===== src/rtl/elevator_scan_ctrl.sv =====
// Single-car elevator controller serving latched floor requests in SCAN order.
// Each floor step takes MOVE_CYCLES clocks and each stop keeps the door open
// for DOOR_CYCLES clocks (longer while door_hold is high or on a re-request).
//
// Request interface: req_valid is a strobe with no back-pressure. In every
// cycle where req_valid is high, req_floor is consumed at the rising edge.
// An out-of-range floor is dropped and flagged on req_err for one cycle.
module elevator_scan_ctrl #(
   parameter int NUM_FLOORS  = 8,
   parameter int FLOOR_W     = 3,
   parameter int MOVE_CYCLES = 3,
   parameter int DOOR_CYCLES = 4,
   parameter int RESET_FLOOR = 0
) (
   input  logic                  clk,
   input  logic                  rst,
   input  logic                  req_valid,
   input  logic [FLOOR_W-1:0]    req_floor,
   input  logic                  door_hold,
   output logic [FLOOR_W-1:0]    floor,
   output logic [1:0]            direction,
   output logic                  door_open,
   output logic [NUM_FLOORS-1:0] pending,
   output logic                  req_err,
   output logic [1:0]            dbg_state
);

   // move_cnt counts 0..MOVE_CYCLES-1, door_cnt counts DOOR_CYCLES..0
   localparam int MC_W = (MOVE_CYCLES > 1) ? $clog2(MOVE_CYCLES) : 1;
   localparam int DC_W = $clog2(DOOR_CYCLES + 1);

   localparam logic [1:0] DIR_IDLE = 2'b00;
   localparam logic [1:0] DIR_UP   = 2'b01;
   localparam logic [1:0] DIR_DOWN = 2'b10;

   typedef enum logic [1:0] {
      ST_IDLE = 2'd0,
      ST_MOVE = 2'd1,
      ST_DOOR = 2'd2
   } state_t;

   state_t                r_state;
   logic [FLOOR_W-1:0]    r_floor;
   logic                  r_last_up;
   logic [MC_W-1:0]       r_move_cnt;
   logic [DC_W-1:0]       r_door_cnt;
   logic [1:0]            r_direction;
   logic                  r_door_open;
   logic [NUM_FLOORS-1:0] r_pending;
   logic                  r_req_err;

   state_t                w_state_nxt;
   logic [FLOOR_W-1:0]    w_floor_nxt;
   logic                  w_last_up_nxt;
   logic [MC_W-1:0]       w_move_cnt_nxt;
   logic [DC_W-1:0]       w_door_cnt_nxt;
   logic [1:0]            w_dir_nxt;
   logic                  w_door_open_nxt;
   logic [NUM_FLOORS-1:0] w_set_mask;
   logic [NUM_FLOORS-1:0] w_clr_mask;

   logic                  w_req_ok;
   logic                  w_req_here;
   logic [NUM_FLOORS-1:0] w_req_mask;
   logic [NUM_FLOORS-1:0] w_floor_mask;
   logic [FLOOR_W-1:0]    w_step_floor;
   logic [NUM_FLOORS-1:0] w_step_mask;
   logic                  w_above;
   logic                  w_below;
   logic                  w_ahead;
   logic                  w_behind;
   logic                  w_move_done;
   logic                  w_door_last;

   // Request qualification and one-hot masks for the request, the current
   // floor and the floor the car reaches on its next step.
   assign w_req_ok     = req_valid && (int'(req_floor) < NUM_FLOORS);
   assign w_req_here   = w_req_ok && (req_floor == r_floor);
   assign w_req_mask   = w_req_ok ? (NUM_FLOORS'(1) << req_floor) : '0;
   assign w_floor_mask = NUM_FLOORS'(1) << r_floor;
   assign w_step_floor = r_last_up ? (r_floor + FLOOR_W'(1)) : (r_floor - FLOOR_W'(1));
   assign w_step_mask  = NUM_FLOORS'(1) << w_step_floor;
   assign w_move_done  = (r_move_cnt == MC_W'(MOVE_CYCLES - 1));
   assign w_door_last  = (r_door_cnt <= DC_W'(1));

   // Scan the pending vector for requests strictly above / below the car.
   always_comb begin
      w_above = 1'b0;
      w_below = 1'b0;
      for (int i = 0; i < NUM_FLOORS; i++) begin
         if (r_pending[i]) begin
            if (i > int'(r_floor)) w_above = 1'b1;
            if (i < int'(r_floor)) w_below = 1'b1;
         end
      end
   end

   assign w_ahead  = r_last_up ? w_above : w_below;
   assign w_behind = r_last_up ? w_below : w_above;

   // Next-state and next-output decisions for the IDLE / MOVE / DOOR machine.
   always_comb begin
      w_state_nxt     = r_state;
      w_floor_nxt     = r_floor;
      w_last_up_nxt   = r_last_up;
      w_move_cnt_nxt  = r_move_cnt;
      w_door_cnt_nxt  = r_door_cnt;
      w_dir_nxt       = r_direction;
      w_door_open_nxt = r_door_open;
      w_set_mask      = w_req_mask;
      w_clr_mask      = '0;

      case (r_state)
         ST_IDLE: begin
            if (|(r_pending & w_floor_mask)) begin
               // Serve the floor the car is already at; direction stays idle.
               w_state_nxt     = ST_DOOR;
               w_door_cnt_nxt  = DC_W'(DOOR_CYCLES);
               w_door_open_nxt = 1'b1;
               w_clr_mask      = w_floor_mask;
            end else if (w_ahead) begin
               w_state_nxt    = ST_MOVE;
               w_move_cnt_nxt = '0;
               w_dir_nxt      = r_last_up ? DIR_UP : DIR_DOWN;
            end else if (w_behind) begin
               w_state_nxt    = ST_MOVE;
               w_move_cnt_nxt = '0;
               w_last_up_nxt  = ~r_last_up;
               w_dir_nxt      = r_last_up ? DIR_DOWN : DIR_UP;
            end
         end

         ST_MOVE: begin
            if (w_move_done) begin
               w_floor_nxt    = w_step_floor;
               w_move_cnt_nxt = '0;
               // A request landing on the arrival edge is served by this stop.
               if (|((r_pending | w_req_mask) & w_step_mask)) begin
                  w_state_nxt     = ST_DOOR;
                  w_door_cnt_nxt  = DC_W'(DOOR_CYCLES);
                  w_door_open_nxt = 1'b1;
                  w_clr_mask      = w_step_mask;
               end
            end else begin
               w_move_cnt_nxt = r_move_cnt + MC_W'(1);
            end
         end

         ST_DOOR: begin
            if (w_req_here) begin
               // Re-request at the open door restarts the dwell instead of queueing.
               w_set_mask     = '0;
               w_door_cnt_nxt = DC_W'(DOOR_CYCLES);
            end else if (!door_hold) begin
               if (w_door_last) begin
                  w_door_cnt_nxt  = '0;
                  w_door_open_nxt = 1'b0;
                  if (w_ahead) begin
                     w_state_nxt    = ST_MOVE;
                     w_move_cnt_nxt = '0;
                     w_dir_nxt      = r_last_up ? DIR_UP : DIR_DOWN;
                  end else if (w_behind) begin
                     w_state_nxt    = ST_MOVE;
                     w_move_cnt_nxt = '0;
                     w_last_up_nxt  = ~r_last_up;
                     w_dir_nxt      = r_last_up ? DIR_DOWN : DIR_UP;
                  end else begin
                     w_state_nxt = ST_IDLE;
                     w_dir_nxt   = DIR_IDLE;
                  end
               end else begin
                  w_door_cnt_nxt = r_door_cnt - DC_W'(1);
               end
            end
         end

         default: begin
            w_state_nxt     = ST_IDLE;
            w_dir_nxt       = DIR_IDLE;
            w_door_open_nxt = 1'b0;
         end
      endcase
   end

   // State register.
   always_ff @(posedge clk or negedge rst) begin
      if (!rst) begin
         r_state <= ST_IDLE;
      end else begin
         r_state <= w_state_nxt;
      end
   end

   // Car position, counters, registered outputs and the request bitmap.
   always_ff @(posedge clk or negedge rst) begin
      if (!rst) begin
         r_floor     <= FLOOR_W'(RESET_FLOOR);
         r_last_up   <= 1'b1;
         r_move_cnt  <= '0;
         r_door_cnt  <= '0;
         r_direction <= DIR_IDLE;
         r_door_open <= 1'b0;
         r_pending   <= '0;
         r_req_err   <= 1'b0;
      end else begin
         r_floor     <= w_floor_nxt;
         r_last_up   <= w_last_up_nxt;
         r_move_cnt  <= w_move_cnt_nxt;
         r_door_cnt  <= w_door_cnt_nxt;
         r_direction <= w_dir_nxt;
         r_door_open <= w_door_open_nxt;
         // Clear beats set when both hit the same floor on one edge.
         r_pending   <= (r_pending | w_set_mask) & ~w_clr_mask;
         r_req_err   <= req_valid && !w_req_ok;
      end
   end

   assign floor     = r_floor;
   assign direction = r_direction;
   assign door_open = r_door_open;
   assign pending   = r_pending;
   assign req_err   = r_req_err;
   assign dbg_state = r_state;

endmodule


===== config.mk =====
export PLATFORM = sky130hd
export DESIGN_NAME = elevator_scan_ctrl
export DESIGN_NICKNAME = d
export VERILOG_FILES = /design/src/rtl/elevator_scan_ctrl.sv
export SDC_FILE = /design/constraint.sdc
export NUM_CORES = 1
export LEC_CHECK = 0
export BUFFER_PORTS_ARGS = -buffer_cell sky130_fd_sc_hd__buf_2
export CORE_UTILIZATION = 58
export DETAILED_ROUTE_END_ITERATION = 16
export MAX_ROUTING_LAYER = met4
export PLACE_DENSITY_LB_ADDON = 0.25
export REMOVE_ABC_BUFFERS = 1
export SYNTH_ARGS = -nofsm -noshare
export SYNTH_HDL_FRONTEND = slang
export SYNTH_SLANG_ARGS = --single-unit
export TNS_END_PERCENT = 30

===== constraint.sdc =====
create_clock -name clk -period 3 [get_ports clk]
set_clock_uncertainty 0.05 [all_clocks]
set_input_delay 0.15 -clock clk [delete_from_list [all_inputs] [get_ports clk]]
set_output_delay 0.15 -clock clk [all_outputs]
set_load 0.05 [all_outputs]

**After elaboration in Yosys (flattened, before gate mapping)**

Cells that the tools add are included.

- Muxes and demuxes: 89
- Shift-type cells: 3
- Order comparisons: 15
- Bitwise gates (word level): 8
- Reductions and logical operators: 13
- $add $sub $neg: 4
- Equal/unequal tests: 14

Operator list:

| cell | count |
|---|---|
| two-way mux 2 bit | 25 |
| two-way mux 8 bit | 6 |
| two-way mux 1 bit | 44 |
| bitwise AND 8 bit | 3 |
| << shifter 1 x 3 -> 8 bit (first input constant) | 3 |
| two-way mux 3 bit | 7 |
| case mux 2 bit (3 select lines) | 3 |
| AND reduction 6 bit | 3 |
| bitwise OR 8 bit | 2 |
| case mux 8 bit (2 select lines) | 1 |
| OR reduction 8 bit | 2 |
| AND reduction 5 bit | 3 |
| != test 2 bit (second input constant) | 7 |
| > comparator 3 bit (first input constant) | 4 |
| less-than comparator 3 bit (first input constant) | 3 |
| case mux 3 bit (3 select lines) | 1 |
| NOT 8 bit | 1 |
| > comparator 2 x 3 -> 1 bit (first input constant) | 2 |
| less-than comparator 1 x 3 -> 1 bit (first input constant) | 2 |
| less-than comparator 2 x 3 -> 1 bit (first input constant) | 2 |
| != test 3 bit (second input constant) | 2 |
| subtractor 3 x 1 -> 3 bit (second input constant) | 2 |
| == test 2 bit (second input constant) | 2 |
| != test 4 bit (second input constant) | 1 |
| 14 further kinds | 15 |

- Input bits: 7
- Word-level logic and storage cells: 154
- Output and inout bits: 17
- Bits in registers: 22

**Logic depth before layout (Yosys ltp)**

Gate-level depths: netlist of the first run.

- Depth after elaboration: 22
- Mapped depth: 11
- Depth with buffers taken out: 8

**Worst setup path before layout of the first run**

Ideal clock, no wire load.

- Path type: register to register
- From: register r_floor[0], in the netlist floor[0]
- To: register r_door_cnt[0]
- Cell stages (with the launch flop): 12
- Clock period less this slack: 2.927 ns
- Buffers on the path: 3
- Library setup time: 0.125 ns
- Required time: 2.825 ns
- Arrival time: 2.752 ns
- Slack: 0.073 ns
- Cells stage by stage: dfrtp_1 -> buf_2 -> inv_2 -> buf_2 -> ha_1 -> buf_2 -> nor2_1 -> a22o_1 -> a222oi_1 -> a31o_2 -> a21oi_2 -> mux2_4

- Word-level cells in the longest chain between the ends: 7
- Elaborated cells between the ends (all ways): 17
- Those cells by class: 2 x add/sub; 4 x eq/ne; 2 x shift; 3 x mux; 2 x bitwise; 4 x reduce/logical

RTL lines:

| element | line | source |
|---|---|---|
| start, declared | 43 | `logic [FLOOR_W-1:0] r_floor;` |
| start signal, assigned | 197 | `r_floor <= FLOOR_W'(RESET_FLOOR);` |
| start signal, assigned | 206 | `r_floor <= w_floor_nxt;` |
| subtractor 3 x 1 -> 3 bit or adder 3 x 1 -> 3 bit (tied branches) | 81 | `assign w_step_floor = r_last_up ? (r_floor + FLOOR_W'(1)) : (r_floor - FLOOR_W'(1));` |
| two-way mux 3 bit | 81 |  |
| << shifter 1 x 3 -> 8 bit | 82 | `assign w_step_mask = NUM_FLOORS'(1) << w_step_floor;` |
| bitwise AND 8 bit | 138 | `if (\|((r_pending \| w_req_mask) & w_step_mask)) begin` |
| OR reduction 8 bit | 138 |  |
| != test 2 bit (no line) | - |  |
| AND reduction 5 bit (no line) | - |  |
| end signal, assigned | 209 | `r_door_cnt <= w_door_cnt_nxt;` |
| end, declared | 46 | `logic [DC_W-1:0] r_door_cnt;` |

Parallel ways exist; a longest one is shown, timed or not.
A chain may end at the register's enable or synchronous reset.

**Worst setup path in the final report of the first run**

- From: register r_floor[1], in the netlist floor[1]
- To: register r_direction[1], in the netlist direction[1]

- Word-level cells in the longest chain between the ends: 22
- Elaborated cells between the ends (all ways): 61
- Those cells by class: 14 x order compare; 4 x eq/ne; 1 x shift; 38 x mux; 1 x bitwise; 3 x reduce/logical

RTL lines:

| element | line | source |
|---|---|---|
| > comparator 1 x 3 -> 1 bit or less-than comparator 1 x 3 -> 1 bit (tied branches) | 92, 93 |  |
| two-way mux 1 bit, on equally long branches | 92, 93 |  |
| two-way mux 1 bit | 91 | `if (r_pending[i]) begin` |
| two-way mux 1 bit, on equally long branches | 92, 93 |  |
| two-way mux 1 bit | 91 |  |
| two-way mux 1 bit, on equally long branches | 92, 93 |  |
| two-way mux 1 bit | 91 |  |
| two-way mux 1 bit, on equally long branches | 92, 93 |  |
| (+6 left out) | - |  |
| two-way mux 1 bit | 91 |  |
| two-way mux 1 bit | 99 | `assign w_behind = r_last_up ? w_below : w_above;` |
| two-way mux 2 bit | 162 | `end else if (w_behind) begin` |
| two-way mux 2 bit | 158 | `if (w_ahead) begin` |
| two-way mux 2 bit | 155 | `if (w_door_last) begin` |
| two-way mux 2 bit | 154 | `end else if (!door_hold) begin` |
| two-way mux 2 bit | 150 | `if (w_req_here) begin` |
| case mux 2 bit (3 select lines) | 113 | `case (r_state)` |
| end signal, assigned | 210 | `r_direction <= w_dir_nxt;` |
| end, declared | 47 | `logic [1:0] r_direction;` |

Parallel ways exist; a longest one is shown, timed or not. The select of a mux whose other input is x is not followed.

==> impl_metrics.tcl, run 1 <==
set metrics [dict create \
    run_status "finished clean" \
    worstPathMaxFanout 10 \
    num-nets-final 261 \
    drt_pass1_iterations 4 \
    cp-end-kind "flop" \
    post-route-period-util_pct 85.9 \
    synth_area_um2 1900 \
    cts_root_buffer "clkbuf_4" \
    crit_cells 7 \
    cts_tree "done" \
    area_growth_pct 8.17 \
    crit_chain "buf_4, ha_1, a222oi_1, mux2_2, nand2_1, o41ai_2, mux2_1" \
    grt_pass1_vias 1646 \
    final_common_cell "nand2_1" \
    port_buffers 22 \
    maxSlewHeadroom_pct 61.3 \
    drc 0 \
    fp.coreArea_um2 3080 \
    io_pins 24 \
    setup_tns_ps 0 \
    worstSetupStartpoint "floor[1]" \
    yosysSeqAreaShare_pct 29.1 \
    grt_max_degree 23 \
    place_congestion 0.910 \
    rows 20 \
    rsz0062_at_grt "false" \
    grtUsageTotal_pct 30.6 \
    start_util_pct 61.7 \
    clockBufferDepth 2 \
    cts_inserted_buffers 3 \
    r2r_start "floor[1]" \
    die-area_um2 3510 \
    layout_min_cycle_time_ps 2580 \
    netlist.area_leader.share_pct 27.7 \
    drt-total-wl_um 4830 \
    synth_cell_types 60 \
    setup_viol 0 \
    gr-total-overflow 0 \
    clock_latency_ps 320 \
    max_cap_viol_count 0 \
    critical_path_buf_inv_count 1 \
    crit_end "direction[1]" \
    grt_pass1_wl_um 7840 \
    yosys.area.top_type "dfrtp_1" \
    hp-class "primary input to flop" \
    crit_arrival_ps 2720 \
    post_cts_resized 0 \
    drive_above_1_share_pct 18.9 \
    diodes 0 \
    critPathMaxStageDelay_ps 500 \
    dpl.hpwl_um 3550 \
    clkTransAtPathRegs_ps 140 \
    synthTopCellsByArea "dfrtp_1 28%, ha_1 5.9%, nand2_1 4.5%" \
    tightest_slew_ps 581 \
    critPathKind "flop to flop" \
    htreeDepth 1 \
    reg2reg_to "direction[1]" \
    via_per_inst 6.41 \
    die_height_um 59.2 \
    wire_per_inst_um 16.8 \
    finalHoldViolations 0 \
    die_w_um 59.2 \
    cts_sinks 22 \
    synth-seq-cells 22 \
    worstPathRequired_ps 3150 \
    async_flop_share_pct 100 \
    crit_family "compound AO/OA/AOI/OAI gates" \
    regToRegSetupSlack_ps 420 \
    max_freq_mhz 388 \
    drt-initial-drc-count 156 \
    r2r_cells 7 \
    slowest_stage "o41ai_2" \
    yosys_warnings 0 \
    syn_inst 226 \
    ant_nets 0 \
    layout_common_cells "23 x nand2_1, 22 x buf_2, 21 x nor2_1, 21 x dfrtp_1, 15 x a21oi_1" \
    num_vias 1845 \
    synthFlopType "dfrtp_1" \
    cp-start-kind "flop" \
    drv_slew 0 \
    antenna_found_initial 0 \
    syn_area_per_cell_um2 8.40 \
    synth_enable_flop_cells 0 \
]
==> stage by stage <==
stage               instances  util (%)  worst slack [ps]  hold slack (ps)  area [um2]
finish                    288      66.7               424              109        2050
global route              288      66.7               297              123        2050
CTS                       288      66.7               449             99.5        2050
detailed placement        283      65.6               468              104        2020
global placement          283      65.6               528             99.4        2020
floorplan                 211         -             -47.3             -196        1810
==> repair_timing <==
action,4_1_cts,5_1_grt
endpoints found under the hold margin,21,0
setup buffers,0,0
hold buffers,1,0
==> state kept, by name, summed over array words and instances, names as in the netlist <==
signal and flops:
pending 8, direction 2, door_open 1, dbg_state 2
r_last_up 1, floor 3, r_door_cnt 3, r_move_cnt 2
==> synth_stat cells, types with 2 or more instances <==
master and n:
o21ai_0 10, nor2_1 21, a31oi_1 4, inv_2 2
o22ai_1 2, mux2_4 2, inv_1 14, a31o_2 2
a311oi_1 3, a32oi_1 3, a21o_1 2, a41oi_1 3
nand2b_1 5, dfrtp_1 21, a211o_1 2, nand2_1 23
nand4_1 2, buf_4 2, mux2_2 2, nand3_1 2
a221oi_1 5, buf_6 2, xor2_1 4, a21oi_1 15
nand4b_1 3, a211oi_1 2, nor3_1 5, a22oi_1 5
a222oi_1 3, o31ai_1 3, nor2b_1 3, ha_1 9
nor4b_1 2, xnor2_1 2, buf_2 10, nand4bb_1 2
==> routing by layer <==
| layer | part of all wire (%) | up-vias | global-route usage [%] |
|---|---|---|---|
| li1 | - | 876 | - |
| met1 | 44 | 871 | 40.4 |
| met2 | 46 | 83 | 48.8 |
| met3 | 7.2 | 15 | 2.62 |
| met4 | 2.9 | 0 | 11.2 |
| met5 | 0 | - | - |
==> cells by family after synthesis <==
group,Yosys count,synth area share (%)
AND/OR/NAND/NOR,74,19.9
XOR/XNOR,7,3.62
multiplexers,6,3.89
adder cells (fa/ha/maj),9,5.93
flip-flops,22,29.1
AO/OA/AOI/OAI,76,29.4
other,1,0.197
buffers and inverters,31,7.97
==> worst min path at each step <==
stage	start	depth (start not counted)	end	slack, ps
finish	door_hold	3	dbg_state[1]	110
global route	door_hold	3	dbg_state[1]	120
CTS	door_hold	3	dbg_state[1]	100
detailed placement	rst	1	pending[7]	100
global placement	rst	1	pending[7]	100
floorplan	rst	0	dbg_state[0]	-200
==> final cells by class <==
type	instances	area, um2
flip-flops and latches	22	552
multi-input cells	173	1200
inverters	16	60.1
fillers	284	1020
clock buffers	4	26.3
well taps	44	55.1
repair buffers	29	165
==> worst min-delay path, delay by kind of cell <==
kind            cells  cell delay, ps
compound gates      2             180
buf+inv             1             100
Power of run 1 is not shown: default switching activity piles up to over one toggle a cycle in this logic, so the estimate is an artifact.
==> run 2, diff against run 1 <==
--- a/config.mk
+++ b/config.mk
@@ -6,7 +6,7 @@
 export NUM_CORES = 1
 export LEC_CHECK = 0
 export BUFFER_PORTS_ARGS = -buffer_cell sky130_fd_sc_hd__buf_2
-export CORE_UTILIZATION = 58
+export CORE_UTILIZATION = 52
 export DETAILED_ROUTE_END_ITERATION = 16
 export MAX_ROUTING_LAYER = met4
 export PLACE_DENSITY_LB_ADDON = 0.25
==> constraint.sdc (replaced) <==
create_clock -name clk -period 2.3 [get_ports clk]
set_clock_uncertainty 0.05 [all_clocks]
set_input_delay 0.46 -clock clk [delete_from_list [all_inputs] [get_ports clk]]
set_output_delay 0.46 -clock clk [all_outputs]
set_load 0.05 [all_outputs]
==> impl_metrics.tcl, run 2 (synthesis gave the netlist of run 1 again) <==
set metrics [dict create \
    largest_reg_flops 8 \
    n_fill_cell 283 \
    clock_latency_ps 320 \
    layout_min_cycle_time_ps 2480 \
    worstPathMaxFanout 4 \
    cts-hold-fix-buffers 0 \
    die_w_um 62.4 \
    diodes 0 \
    setup_viol 5 \
    gr-total-overflow 0 \
    finalHoldViolations 0 \
    rsz0062_at_grt "true" \
    num_vias 2007 \
    critPathKind "flop to flop" \
    drt_pass1_iterations 5 \
    place_congestion 1.02 \
    drt-initial-drc-count 218 \
    crit_arrival_ps 2650 \
    cts_inserted_buffers 3 \
    clkTransAtPathRegs_ps 130 \
    max_freq_mhz 403 \
    clockBufferDepth 2 \
    htreeDepth 1 \
    post-route-period-util_pct 108 \
    grt_pass1_vias 1827 \
    grtUsageTotal_pct 29.8 \
    layout_common_cells "32 x buf_4, 22 x nand2_1, 22 x buf_2" \
    die-area_um2 3900 \
    die_height_um 62.4 \
    start_util_pct 55.6 \
    io_pins 24 \
    cts_root_buffer "clkbuf_4" \
    hp-class "primary input to async pin" \
    cp-end-kind "flop" \
    run_status "finished, violations left" \
    cp-start-kind "flop" \
    drive_above_1_share_pct 32.2 \
    dp_cells 310 \
    ant_nets 0 \
    maxSlewHeadroom_pct 62.0 \
    stdcell_count 316 \
    final_common_cell "buf_4" \
    num-nets-final 287 \
    via_per_inst 6.35 \
    drc 0 \
    grt_max_degree 23 \
    cts_tree "done" \
    port_buffers 22 \
    max_cap_viol_count 0 \
    area_growth_pct 23.5 \
    dpl.hpwl_um 3920 \
    cts_sinks 22 \
    worstPathRequired_ps 2470 \
    rows 21 \
    violations "setup timing" \
    grt_pass1_wl_um 8940 \
    fp.coreArea_um2 3420 \
    timing.final.ws_setup_ps -180 \
    antenna_found_initial 0 \
    tightest_slew_ps 568 \
    drt-total-wl_um 5420 \
    drv_slew 0 \
    wire_per_inst_um 17.1 \
]
## run 2: cell count changes in the layout (fill, tap and decap cells not counted), sizes merged
cell / before / now
dlygate4sd3: 1 / 0
buf: 28 / 55
## run 2: through the flow
stage / cell area (um2) / util (%) / setup slack [ps] / setup TNS, ps / hold WS, ps
final: 2340 / 68.6 / -180 / -441 / 34.3
after CTS: 2310 / 67.6 / -108 / -405 / 55.6
after global placement: 2210 / 64.7 / -155 / -488 / 403
after global routing: 2340 / 68.6 / -234 / -1080 / 66.2
after floorplan: 1810 / - / -747 / -8750 / 114
after detailed placement: 2210 / 64.7 / -188 / -710 / 412
## run 2: critical path, stage by stage, from the launching register on
cell,delay [ps]
dfrtp_1,440
ha_2,230
ha_4,280
nor2b_1,40
a22o_1,200
a222oi_1,460
a31o_2,280
a21oi_4,80
mux2_4,320
## run 2: cell type report
type / count / area (um2) / area share, %
timing repair buffer: 55 / 362 / 15.4
inverter: 16 / 60.1 / 2.56
clock buffer: 4 / 26.3 / 1.12
sequential: 22 / 552 / 23.5
tap: 46 / 57.6 / 2.45
multi-input combinational: 173 / 1290 / 54.9
## run 2: path summary, 6_finish.rpt
path	to	slack, ps	cells after the start	startpoint
max	r_door_cnt[1]	-180	8	floor[1]
min	floor[0]	30	1	rst
max reg2reg	r_door_cnt[1]	-180	8	floor[1]
min reg2reg	direction[1]	440	1	direction[1]
max in group asynchronous	r_last_up	1810	1	rst
min in group clk	direction[1]	440	1	direction[1]
## run 2: per-layer routing
layer / global-route usage [%] / share of wire [%] / routed length (um) / vias to the layer above
li1: - / - / - / 935
met1: 40.4 / 45 / 2410 / 983
met2: 45.7 / 47 / 2530 / 79
met3: 3.47 / 6.8 / 370 / 10
met4: 11.6 / 1.9 / 103 / 0
met5: - / 0 / 0 / -
## run 2: what timing repair did
item / CTS / global route
endpoints found under the setup margin: 7 / 16
resized for setup: 12 / 7
setup buffers: 1 / 1
pin swaps: 7 / 7
Power of run 2 is left out for the same reason.
==> run 3, diff against run 2 <==
--- a/config.mk
+++ b/config.mk
@@ -5,8 +5,9 @@
 export SDC_FILE = /design/constraint.sdc
 export NUM_CORES = 1
 export LEC_CHECK = 0
+export ABC_AREA = 1
 export BUFFER_PORTS_ARGS = -buffer_cell sky130_fd_sc_hd__buf_2
-export CORE_UTILIZATION = 52
+export CORE_UTILIZATION = 53
 export DETAILED_ROUTE_END_ITERATION = 16
 export MAX_ROUTING_LAYER = met4
 export PLACE_DENSITY_LB_ADDON = 0.25
==> impl_metrics.tcl, run 3 <==
set metrics [dict create \
    synth_area_um2 1970 \
    worstSetupStartpoint "floor[0]" \
    clkTransAtPathRegs_ps 90 \
    drc 0 \
    layout_common_cells "95 x nand2_1, 27 x nand3_1, 23 x inv_1" \
    drt-total-wl_um 4750 \
    rows 21 \
    hp-class "primary input to async pin" \
    yosysSeqAreaShare_pct 28.0 \
    syn_area_per_cell_um2 7.00 \
    antenna_found_initial 0 \
    layout_min_cycle_time_ps 2090 \
    maxSlewHeadroom_pct 65.5 \
    power_frac_seq_pct 21.2 \
    synth_cell_types 37 \
    dpl.hpwl_um 3610 \
    synth-seq-cells 22 \
    clockBufferDepth 2 \
    cts_root_buffer "clkbuf_8" \
    final_common_cell "nand2_1" \
    r2r_start "floor[0]" \
    synthFlopType "dfrtp_1" \
    drv_slew 0 \
    cts_sinks 22 \
    max_freq_mhz 479 \
    r2r_cells 11 \
    port_buffers 22 \
    tightest_slew_ps 518 \
    netlist.area_leader.share_pct 26.7 \
    worstPathRequired_ps 2410 \
    num-nets-final 321 \
    drt-initial-drc-count 164 \
    place_congestion 1.01 \
    post-place-ws_ps 253 \
    post-route-period-util_pct 90.8 \
    cp-start-kind "flop" \
    syn_inst 281 \
    die_w_um 62.9 \
    synthTopCellsByCount "95 x nand2_1, 27 x nand3_1, 23 x inv_1" \
    die_height_um 62.9 \
    p_leak_uw 0.00112 \
    cts-hold-fix-buffers 0 \
    num_vias 1947 \
    largest_reg_flops 8 \
    rsz0062_at_grt "false" \
    async_flop_share_pct 100 \
    grtUsageTotal_pct 27.3 \
    fp.coreArea_um2 3440 \
    clock_power_share_pct 11.3 \
    finalHoldViolations 0 \
    cellPowerDensity_nw_per_um2 1520 \
    cts_inserted_buffers 3 \
    wire_per_inst_um 13.6 \
    via_per_inst 5.56 \
    cts_tree "done" \
    swShare_pct 56.3 \
    drt_pass1_iterations 5 \
    diodes 0 \
    synth_enable_flop_cells 0 \
    grt_pass1_vias 1839 \
    max_cap_viol_count 0 \
    reg2reg_to "r_door_cnt[0]" \
    post_cts_resized 0 \
    p_switching_uw 1870 \
    yosys_warnings 0 \
    combPwrFrac_pct 67.5 \
    start_util_pct 57.2 \
    yosys.area.top_type "dfrtp_1" \
    crit_arrival_ps 2200 \
    grt_pass1_wl_um 8360 \
    die-area_um2 3960 \
    post-synth-top-count-cell "nand2_1" \
    synthTopCellsByArea "dfrtp_1 27%, nand2_1 18%, nand3_1 6.9%" \
    worstPathMaxFanout 8 \
    drive_above_1_share_pct 23.7 \
    setup_viol 0 \
    run_status "finished clean" \
    io_pins 24 \
    grt_max_degree 23 \
    area_growth_pct 10.7 \
    htreeDepth 1 \
    ant_nets 0 \
    cts_setup_buffers 0 \
    gr-total-overflow 0 \
    crit_end "r_door_cnt[0]" \
    clock_latency_ps 280 \
    regToRegSetupSlack_ps 210 \
    final_util_pct 63.3 \
    peakVddDrop_uv 699 \
    intPower_uw 1450 \
    cp-end-kind "flop" \
    timing.final.ws_setup_ps 212 \
    critPathKind "flop to flop" \
]
run 3: cell types whose count changed in the layout (fill, tap and decap cells not counted), moves of 6 or more:
cell and change:
buf_4 -29, inv_1 +10, inv_2 +6, nand2_1 +73, nand3_1 +25, nor2_2 +12, o32ai_1 +7
run 3: layout make-up:
cell class	instances	area (um2)
clock buffer	3	41.3
timing repair buffer	25	133
clock inverter	1	30.0
multi-input combinational	220	1240
inverter	33	124
sequential	22	552
tap	46	57.6
fill	327	1260
run 3: worst min path at each step:
stage | start | end | slack, ps | cells past startpoint
after floorplan | rst | dbg_state[0] | 110 | 0
after detailed placement | rst | floor[2] | 410 | 1
after global placement | rst | floor[1] | 410 | 1
final | rst | floor[2] | 90 | 1
after CTS | rst | floor[2] | 120 | 1
after global routing | rst | pending[3] | 130 | 1
run 3: stage by stage:
step           hold WS, ps  total power (uW)  setup TNS [ps]  instances  cell area (um2)
6_report              92.6              3320               0        350             2180
5_1_grt                130              3630               0        350             2180
4_1_cts                115              3320               0        350             2180
3_5_place_dp           410              2940               0        346             2110
3_3_place_gp           405              2920               0        346             2110
2_1_floorplan          114              2470           -91.6        275             1920
run 3: critical path, cell delays in order (launching register included):
cell     delay, ps
dfrtp_1        460
ha_1           260
ha_1           290
or2_4          260
nand2_4         90
nand3_1        110
nand2_1        100
nor2_2          50
nand3_4        110
nand2_2         80
nand2_1         70
nand2_1         50
run 3: routing by layer:
metal	GRT usage (%)	vias up	share of wire, %
li1	-	955	-
met1	38.3	885	47
met2	40.7	94	43
met3	2.92	13	7.7
met4	9.59	0	2.2
met5	-	-	0
run 3: cells by family after synthesis:
group,share of synthesized area (%)
other cells,0.191
fa+ha+maj,5.72
xor+xnor,0.445
flops,28.0
buf+inv,8.84
compound gates,11.8
simple gates,44.9
run 3: power groups by stage:
stage / Combinational [uW] / Clock (uW) / Sequential (uW)
floorplan: 1400 / 0 / 1070
global placement: 2210 / 0 / 706
detailed placement: 2230 / 0 / 709
CTS: 2240 / 381 / 704
global route: 2500 / 395 / 734
finish: 2240 / 374 / 705
No activity file was read; power rests on OpenSTA's default activity.
